File: src/rtl/mantissa_sub_norm_24_if.sv
// rtl/mantissa_sub_norm_24_if.sv - start/done bundle for the mantissa subtract-and-normalize unit
interface mantissa_sub_norm_24_if #(
    parameter int N  = 24,
    parameter int CW = 5
);
    logic          start;
    logic [N-1:0]  a;
    logic [N-1:0]  b;
    logic          busy;
    logic          done;
    logic [N-1:0]  result;
    logic [CW-1:0] shift_cnt;
    logic          sign;
    logic          zero;

    modport master (
        output start, a, b,
        input  busy, done, result, shift_cnt, sign, zero
    );

    modport slave (
        input  start, a, b,
        output busy, done, result, shift_cnt, sign, zero
    );
endinterface

File: src/rtl/mantissa_sub_norm_24.sv
// rtl/mantissa_sub_norm_24.sv - |a - b| with sign, then left-normalize one bit per cycle
module mantissa_sub_norm_24 #(
    parameter int N  = 24,
    parameter int CW = 5
) (
    input  logic                    clk,
    input  logic                    rst,
    mantissa_sub_norm_24_if.slave   bus
);
    typedef enum logic [1:0] {IDLE, SUB, NORM, DONE} state_t;

    state_t        state;
    logic [N-1:0]  opa;
    logic [N-1:0]  opb;
    logic [N-1:0]  diff;
    logic [N-1:0]  result_r;
    logic [CW-1:0] cnt_r;
    logic          sign_r;
    logic          zero_r;
    logic          busy_r;
    logic          done_r;
    logic [N:0]    sub_full;

    // One extra bit so the borrow out of the N-bit subtract selects the operand order.
    assign sub_full = {1'b0, opa} - {1'b0, opb};

    always_ff @(posedge clk or posedge rst) begin
        if (rst) begin
            state    <= IDLE;
            opa      <= '0;
            opb      <= '0;
            diff     <= '0;
            result_r <= '0;
            cnt_r    <= '0;
            sign_r   <= 1'b0;
            zero_r   <= 1'b0;
            busy_r   <= 1'b0;
            done_r   <= 1'b0;
        end else begin
            case (state)
                IDLE: begin
                    if (bus.start) begin
                        opa    <= bus.a;
                        opb    <= bus.b;
                        busy_r <= 1'b1;
                        state  <= SUB;
                    end
                end
                SUB: begin
                    if (sub_full[N]) begin
                        sign_r <= 1'b1;
                        diff   <= opb - opa;
                    end else begin
                        sign_r <= 1'b0;
                        diff   <= sub_full[N-1:0];
                    end
                    zero_r <= (opa == opb);
                    cnt_r  <= '0;
                    state  <= NORM;
                end
                NORM: begin
                    // A zero difference can never normalize, so it exits unshifted.
                    if (diff[N-1] || (diff == '0)) begin
                        result_r <= diff;
                        done_r   <= 1'b1;
                        state    <= DONE;
                    end else begin
                        diff  <= {diff[N-2:0], 1'b0};
                        cnt_r <= cnt_r + CW'(1);
                    end
                end
                DONE: begin
                    done_r <= 1'b0;
                    busy_r <= 1'b0;
                    state  <= IDLE;
                end
                default: state <= IDLE;
            endcase
        end
    end

    assign bus.busy      = busy_r;
    assign bus.done      = done_r;
    assign bus.result    = result_r;
    assign bus.shift_cnt = cnt_r;
    assign bus.sign      = sign_r;
    assign bus.zero      = zero_r;
endmodule

File: src/flat_wrapper.sv
// flat-port wrapper written by rule: the top's interface ports become plain ports
module mantissa_sub_norm_24_flat 
#(
    parameter int N  = 24,
    parameter int CW = 5
)
  (clk, rst, bus_start, bus_a, bus_b, bus_busy, bus_done, bus_result, bus_shift_cnt, bus_sign, bus_zero);
  mantissa_sub_norm_24_if #(.N(N), .CW(CW)) bus_i ();
  input  logic clk;
  input  logic rst;
  input wire logic [$bits(bus_i.start)-1:0] bus_start;
  input wire logic [$bits(bus_i.a)-1:0] bus_a;
  input wire logic [$bits(bus_i.b)-1:0] bus_b;
  output wire logic [$bits(bus_i.busy)-1:0] bus_busy;
  output wire logic [$bits(bus_i.done)-1:0] bus_done;
  output wire logic [$bits(bus_i.result)-1:0] bus_result;
  output wire logic [$bits(bus_i.shift_cnt)-1:0] bus_shift_cnt;
  output wire logic [$bits(bus_i.sign)-1:0] bus_sign;
  output wire logic [$bits(bus_i.zero)-1:0] bus_zero;
  assign bus_i.start = bus_start;
  assign bus_i.a = bus_a;
  assign bus_i.b = bus_b;
  assign bus_busy = bus_i.busy;
  assign bus_done = bus_i.done;
  assign bus_result = bus_i.result;
  assign bus_shift_cnt = bus_i.shift_cnt;
  assign bus_sign = bus_i.sign;
  assign bus_zero = bus_i.zero;
  mantissa_sub_norm_24 #(.N(N), .CW(CW)) u_core (.clk(clk), .rst(rst), .bus(bus_i));
endmodule
File: config.mk
export PLATFORM = sky130hd
export DESIGN_NAME = mantissa_sub_norm_24_flat
export DESIGN_NICKNAME = d
export VERILOG_FILES = /design/src/rtl/mantissa_sub_norm_24_if.sv /design/src/rtl/mantissa_sub_norm_24.sv /design/src/flat_wrapper.sv
export SDC_FILE = /design/constraint.sdc
export NUM_CORES = 1
export LEC_CHECK = 0
export BUFFER_PORTS_ARGS = -buffer_cell sky130_fd_sc_hd__buf_2
export CAP_MARGIN = 25
export CORE_MARGIN = 2
export CORE_UTILIZATION = 45
export DETAILED_ROUTE_END_ITERATION = 8
export PLACE_DENSITY_LB_ADDON = 0.25
export SETUP_SLACK_MARGIN = 0.1
export SLEW_MARGIN = 20
export SYNTH_ARGS = -nofsm -noshare
export SYNTH_HDL_FRONTEND = slang
export SYNTH_SLANG_ARGS = --single-unit
File: constraint.sdc
create_clock -name clk -period 9.05 [get_ports clk]
set_input_delay 0.4525 -clock clk [delete_from_list [all_inputs] [get_ports clk]]
set_output_delay 0.4525 -clock clk [all_outputs]
set_load 0.005 [all_outputs]
# Yosys cells after proc, flatten, opt, wreduce, memory -nomap -nowiden

Index checks and enable logic that the tools add are counted.

Equality and inequality tests: 7
Muxes and demuxes: 13
Add/subtract/negate cells: 3
Reduce and logical (&&, ||, !) cells: 12

Operators by type and width:

| operator                                                                 | number |
|---|---|
| 24-bit two-way mux                                                       | 2 |
| 24-bit one-hot mux with 2 select lines                                   | 1 |
| 24-bit by 24-bit subtractor with 25-bit output                           | 1 |
| 24-bit equality test                                                     | 1 |
| 24-bit zero test                                                         | 1 |
| 24-bit subtractor                                                        | 1 |
| 2-bit AND reduction                                                      | 6 |
| 5-bit one-hot mux with 2 select lines                                    | 1 |
| 2-bit one-hot mux with 4 select lines                                    | 1 |
| 2-bit nonzero test                                                       | 3 |
| 5-bit by 1-bit adder with 5-bit output (second input constant)           | 1 |
| 5-bit two-way mux                                                        | 1 |
| 2-bit equality test (second input constant)                              | 2 |
| 2-bit two-way mux                                                        | 2 |
| 2-bit inequality test (second input constant)                            | 2 |
| 1-bit one-hot mux with 2 select lines                                    | 2 |
| 1-bit two-way mux                                                        | 3 |
| 2-bit by 1-bit equality test with 1-bit output (second input constant)   | 1 |
| 2-bit zero test                                                          | 1 |
| 2-bit by 1-bit inequality test with 1-bit output (second input constant) | 1 |
| 1-bit logical OR                                                         | 1 |

Register bits after elaboration: 107
Output and inout port bits: 33
Word-level logic and storage cells: 45

# Longest topological paths before layout

Gate-level depths: netlist of run 1.

Depth after elaboration: 4
Depth in mapped cells: 12
Depth with buffers taken out: 11

# Worst setup path before layout of run 1

OpenSTA, ideal clock, no wires.

Path kind: register to register
Start: register u_core.opb[0]
End: register u_core.diff[4]
Library setup time: 0.120 ns
Arrival time: 2.709 ns
Stages on the path, launching flop included: 12
Setup slack: 6.221 ns
Data required time: 8.930 ns
Clock period less this slack: 2.829 ns
Path through: dfrtp_1 ha_1 fa_1 nor2b_4 o211ai_4 a31oi_4 o311ai_4 nand2_2 buf_6 mux2_4 or3_1 a31o_1

Word-level cells in the longest chain between the ends: 3

Ends and longest elaborated chain:

| item                                                                                       | RTL line                                               | text |
|---|---|---|
| start, declared                                                                            | mantissa_sub_norm_24.sv:14                             | `logic [N-1:0] opb;` |
| start signal, assigned                                                                     | mantissa_sub_norm_24.sv:44                             | `opb <= bus.b;` |
| 24-bit by 24-bit subtractor with 25-bit output / 24-bit subtractor (equally long branches) | mantissa_sub_norm_24.sv:25, mantissa_sub_norm_24.sv:52 |  |
| 24-bit two-way mux *                                                                       | mantissa_sub_norm_24.sv:50                             | `if (sub_full[N]) begin` |
| 24-bit one-hot mux with 2 select lines *                                                   | mantissa_sub_norm_24.sv:40                             | `case (state)` |
| end signal, assigned                                                                       | mantissa_sub_norm_24.sv:52                             | `diff <= opb - opa;` |
| end signal, assigned                                                                       | mantissa_sub_norm_24.sv:55                             | `diff <= sub_full[N-1:0];` |
| end signal, assigned                                                                       | mantissa_sub_norm_24.sv:68                             | `diff <= {diff[N-2:0], 1'b0};` |
| end, declared                                                                              | mantissa_sub_norm_24.sv:15                             | `logic [N-1:0] diff;` |

Mark *: on every way between the ends. The rest lies on a longest branch, timed or not.
A chain may end at the register's enable or synchronous reset.

# Worst setup path after layout of run 1

Start: register u_core.opb[12]
End: register u_core.diff[5]

Word-level cells in the longest chain between the ends: 3

Ends and longest elaborated chain:

| item                                           | RTL line                   | text |
|---|---|---|
| 24-bit by 24-bit subtractor with 25-bit output | mantissa_sub_norm_24.sv:25 | `assign sub_full = {1'b0, opa} - {1'b0, opb};` |
| 24-bit two-way mux                             | mantissa_sub_norm_24.sv:50 |  |
| 24-bit one-hot mux with 2 select lines         | mantissa_sub_norm_24.sv:40 |  |

Every way passes these cells.

==> impl_metrics.toml, run 1 <==
[drt]
detail_route.vias_per_cell = 5.795
initialDrtViolationCount = 512
firstDrtPassIters = 5
avgRoutedWirePerCell_um = 18.41
vias = 5789
ant_nets = 0
wl_um = 18390
drc = 0

[worst_setup_path]
reg2regPathDepth = 10
cp_data_arrival_time_ns = 3.70
cp_top_family = "simple AND/OR/NAND/NOR gates"
r2r_start = "u_core.opb[12]"
reg2reg_setup_slack_ns = 5.61
crit_slowest_cell = "ha_1"
critical_path_class = "reg2reg"
required_ns = 9.30
crit_start = "u_core.opb[12]"
r2r-end = "u_core.diff[5]"
slowest_delay_ns = 0.60
worstPathCellList = "inv_1, ha_1, nand2_1, or3_4, nor2_4, o311ai_4, nand2_2, mux2_4, or3_1, a31o_1"
worst_setup_path_end_kind = "flop"
worstSetupStartpointType = "flop"
worst-path-buf-inv = 1
path_max_fanout = 12

[place]
port_buffers = 83
dp_hpwl_um = 14160
dp_cells = 984
gp_congestion = 0.9557

[synthesis]
yosysWarnings = 0
synthDistinctLibCells = 69
synth_seq_cells = 107
ys.flop_type = "dfrtp_1"
synthArstFlopShare_pct = 100.0
synth_edf_count = 0
synth_cells = 721
avgSynthCellArea_um2 = 9.834
seq_area_frac_synth_pct = 37.76
synth_area_um2 = 7091
synth_nets = 826

[sta]
max_slew_margin_pct = 39.21
tightest_slew_ns = 0.9085
max_freq_ghz = 0.2904
hold_viol = 0
setup_tns_ns = 0
slew_violations = 0
clock_skew_ns = 0.007664
holdWs_ns = 0.1323
rsz0062_at_grt = "false"
post-route-period-util_pct = 38.06
post-route-min-period_ns = 3.444
setup_violations = 0

[clocking]
clock_latency_ns = 0.36
cts_root_buf = "clkbuf_16"
cts_buffers = 9
hold_buffers = 0
post_cts_buffers = 0
htree_num_levels = 3
clockBufferDepth = 2
cts_tree = "done"
path_clk_slew_ns = 0.07
cts_resized = 0
clock-sinks = 107

[layout]
layout.cells.non_filler = 999
fin_nets = 889
final_core_util_pct = 52.10
drive_above_1_share_pct = 26.14
syn_to_final_growth_pct = 12.53
antenna_cells = 0

[global_routing]
track_usage_pct = 22.56
grt_max_degree = 69
grt_pass1_wl_um = 29540
grt_pass1_vias = 5622
grt_overflow = 0
antenna_found_initial = 0

[floorplan]
die_h_um = 129.5
start_util_pct = 46.30
num_rows = 45
design.die.area_um2 = 16780
coreArea_um2 = 15310
die_w_um = 129.5
io_pins = 84

[job]
drv_cap = 0

[hold_path]
hold_class = "in2async"

[outcome]
outcome = "completed"
-- per-stage QoR --
stage,setup slack [ns],instance area (um2)
finish,5.606,7979
global route,5.472,7979
CTS,5.669,7979
detailed placement,5.693,7669
global placement,5.712,7634
floorplan,5.780,7091
-- cell families after synthesis --
family          count (synthesis)  synth area share, %
mux                            90                14.19
compound gates                205                19.36
buf+inv                        93                5.435
fa+ha+maj                      54                9.741
xor+xnor                       18                2.223
simple gates                  154                11.29
flops                         107                37.76
-- synth_stat cells, types with 3 or more instances --
library cell,instances,share of area (%)
dfrtp_1,107,38
mux2_2,76,12
inv_1,56,3.0
a21oi_1,54,3.8
ha_1,52,9.2
o21ai_0,49,3.5
nand2_1,39,2.1
nor2_1,34,1.8
clkbuf_1,24,1.3
xnor2_1,13,1.6
mux2i_1,12,1.7
nand4_1,11,0.97
a22oi_1,10,1.1
nand3_1,10,0.71
nor3_1,9,0.64
o21ai_1,9,0.64
a21o_1,8,0.85
and2_1,8,0.71
a211oi_1,7,0.74
nand2b_1,7,0.62
nor2b_1,7,0.62
nor4_1,7,0.62
o21a_1,7,0.74
a31oi_1,6,0.53
o211ai_1,6,0.64
buf_2,5,0.35
xor2_1,5,0.62
and3_1,4,0.35
buf_4,4,0.42
o21bai_1,4,0.42
o22ai_1,4,0.35
o311ai_0,4,0.49
o31a_1,4,0.49
or3_1,4,0.35
a221oi_1,3,0.37
nand2_2,3,0.26
o311a_1,3,0.42
o31ai_1,3,0.32
-- registers in the layout, indices dropped and copies added, names as in the netlist --
register              flops
u_core.bus.result        24
u_core.diff              24
u_core.opa               24
u_core.opb               24
u_core.bus.shift_cnt      5
u_core.state              2
u_core.bus.busy           1
u_core.bus.done           1
u_core.bus.sign           1
u_core.bus.zero           1
-- worst max path at each step --
stage                            endpoint  slack [ns]  depth (start not counted)
after detailed placement   u_core.diff[4]        5.69                          9
after global placement     u_core.diff[5]        5.71                         10
after global routing       u_core.diff[4]        5.47                          9
after CTS                  u_core.diff[4]        5.67                          9
final                      u_core.diff[5]        5.61                         10
after floorplan           u_core.bus.busy        5.78                          1
-- routing by layer --
metal / part of all wire [%] / GRT usage [%] / up-vias
met5: 0 / 0 / -
met4: 2.2 / 7.970 / 0
met3: 4.6 / 2.766 / 26
met2: 45 / 35.42 / 207
met1: 48 / 32.29 / 2836
li1: - / - / 2720
-- layout make-up --
cell class / instances / area (um2)
Fill cell: 1452 / 7336
Multi-Input combinational cell: 521 / 4034
Sequential cell: 107 / 2678
Timing Repair Buffer: 89 / 480.5
Tap cell: 211 / 264.0
Clock buffer: 11 / 252.7
Inverter: 56 / 212.7
Clock inverter: 4 / 57.56
-- worst register-to-register path, delay by kind of cell, from the launching register on --
kind	cells	cell delay, ns
buf+inv	1	0.05
fa+ha+maj	1	0.60
flops	1	0.37
mux	1	0.34
simple gates	5	1.54
compound gates	2	0.42
-- layout by cell type (no fill, tap or decap), types with 4 or more instances in the layout --
master and count:
nor4_1 7, nand2_2 4, a21o_1 8, o211ai_1 6, o21ai_0 49, nor2b_1 7, xor2_1 5, and3_1 4
nand4_1 11, a211oi_1 7, a22oi_1 10, o21ai_1 8, inv_1 55, buf_4 4, o31a_1 4, nand3_1 10
nor3_1 9, dfrtp_1 107, and2_1 8, buf_2 83, mux2_2 76, o22ai_1 4, o21a_1 7, nand2_1 38
clkbuf_16 9, nor2_1 34, a31oi_1 6, o21bai_1 4, a21oi_1 54, mux2i_1 12, o311ai_0 4, xnor2_1 13
or3_1 4, ha_1 52, nand2b_1 7
Power of run 1 is left out: the tool's default activity adds up to more than one toggle a clock period on the data nets, which glitch-free logic cannot reach.
==> inputs of run 2 (changes only) <==
==> constraint.sdc (replaced) <==
create_clock -name clk -period 2.8 [get_ports clk]
set_input_delay 0.14 -clock clk [delete_from_list [all_inputs] [get_ports clk]]
set_output_delay 0.14 -clock clk [all_outputs]
set_load 0.005 [all_outputs]
==> run 2 against run 1 <==
The run now ends with setup timing left. Worst hold slack got worse by 0.12 ns. Critical path depth rose by 1. Wire length rose by 8.9%. Register-to-register slack got worse by 5.7 ns. Via count rose by 5.6%. Worst setup slack got worse by 5.7 ns. Global-route usage rose by 1.7 points. Utilization rose by 7.3 points. First-iteration DRC count fell by 14%. Clock skew rose by 0.0030 ns. Non-clock buffer count rose by 109. Die area did not move. Largest cell class unchanged.
==> impl_metrics.toml, run 2 (synthesized netlist as in run 1, its figures left out) <==
[outcome]
outcome = "finished, violations left"
violations = "setup timing"

[clocking]
htree_num_levels = 3
cts_tree = "done"
cts_buffers = 9
clock-sinks = 107
clockBufferDepth = 2
cts_root_buf = "clkbuf_16"
clock_latency_ns = 0.37
path_clk_slew_ns = 0.08

[layout]
final_core_util_pct = 59.39
final_cell_area_um2 = 9095
layout_common_cells = "107 x dfrtp_1, 94 x buf_4, 83 x buf_2, 75 x mux2_2, 54 x inv_1"
antenna_cells = 0
drive_above_1_share_pct = 37.42
layout_commonest_cell = "dfrtp_1"
fin_nets = 998
syn_to_final_growth_pct = 28.27

[floorplan]
die_w_um = 129.5
die_h_um = 129.5
io_pins = 84
design.die.area_um2 = 16780
start_util_pct = 46.30
num_rows = 45
coreArea_um2 = 15310

[sta]
clock_skew_ns = 0.01067
tightest_slew_ns = 0.8715
setup_ws_ns = -0.04613
hold_viol = 0
max_freq_ghz = 0.3514
slew_violations = 0
setup_violations = 2
post-route-min-period_ns = 2.846
max_slew_margin_pct = 41.78
post-route-period-util_pct = 101.6
rsz0062_at_grt = "true"

[hold_path]
hold_class = "in2reg"

[place]
preCtsSetupSlack_ns = -0.05448
dp_hpwl_um = 15470
port_buffers = 83
placed_area_um2 = 8328
gp_congestion = 0.9199

[global_routing]
antenna_found_initial = 0
track_usage_pct = 24.29
grt_max_degree = 69
grt_overflow = 0
grt_pass1_wl_um = 31530
grt_pass1_vias = 6106

[drt]
firstDrtPassIters = 5
vias = 6113
wl_um = 20030
initialDrtViolationCount = 442
detail_route.vias_per_cell = 5.512
ant_nets = 0
avgRoutedWirePerCell_um = 18.06
drc = 0

[worst_setup_path]
crit_end = "u_core.diff[4]"
crit_start = "u_core.opa[0]"
cp_data_arrival_time_ns = 3.11
worstSetupStartpointType = "flop"
critical_path_class = "reg2reg"
reg2regPathDepth = 11
required_ns = 3.06
r2r-end = "u_core.diff[4]"
reg2reg_setup_slack_ns = -0.05
r2r_start = "u_core.opa[0]"
worst_setup_path_end_kind = "flop"
path_max_fanout = 5

[job]
drv_cap = 0
-- run 2: metal layers --
metal | wire [um] | GRT usage [%] | vias to the layer above
met5 | 0 | 0 | -
met4 | 355 | 8.792 | 0
met3 | 896 | 2.808 | 24
met2 | 9348 | 39.07 | 174
met1 | 9431 | 34.01 | 2981
li1 | - | - | 2934
-- run 2: how the worst min path moves through the flow --
| stage | end | cells after the start | start |
|---|---|---|---|
| 3_5_place_dp | u_core.bus.result[13] | 2 | rst |
| 5_1_grt | u_core.opb[4] | 2 | bus_b[4] |
| 6_report | u_core.opa[0] | 2 | bus_a[0] |
| 2_1_floorplan | u_core.opa[23] | 1 | bus_a[23] |
| 3_3_place_gp | u_core.bus.result[18] | 2 | rst |
| 4_1_cts | u_core.opa[0] | 2 | bus_a[0] |
-- run 2: layout make-up --
class                           count  area [um2]
Clock inverter                      7       83.83
Inverter                           56       214.0
Tap cell                          211       264.0
Timing Repair Buffer              198        1374
Fill cell                        1339        6220
Multi-Input combinational cell    521        4257
Clock buffer                        9       225.2
Sequential cell                   107        2678
-- run 2: worst max-delay path, stage by stage, from the launching register on --
cell      delay (ns)
dfrtp_1         0.40
inv_1           0.07
ha_2            0.19
fa_2            0.24
nor2b_4         0.06
o211ai_4        0.19
a31oi_4         0.17
o311ai_4        0.40
nand2_4         0.13
o311a_1         0.32
or3_1           0.35
a31o_1          0.22
-- run 2: what timing repair did --
item                       CTS  global route
pin swaps                   18            29
gates resized for setup     12            45
setup buffers                3             9
hold buffers                13             0
hold endpoints to repair    51             0
setup endpoints to repair   19            22
-- run 2: per-stage QoR --
| stage | cells | hold WS, ns | setup TNS, ns |
|---|---|---|---|
| final | 1109 | 0.007321 | -0.06020 |
| after global routing | 1109 | 0.01017 | -0.4783 |
| after CTS | 1100 | 0.001406 | -0.02557 |
| after detailed placement | 1068 | 0.3538 | -0.07274 |
| after global placement | 1067 | 0.3281 | 0 |
| after floorplan | 721 | 0.2906 | 0 |
Power of run 2 is left out for the same reason.
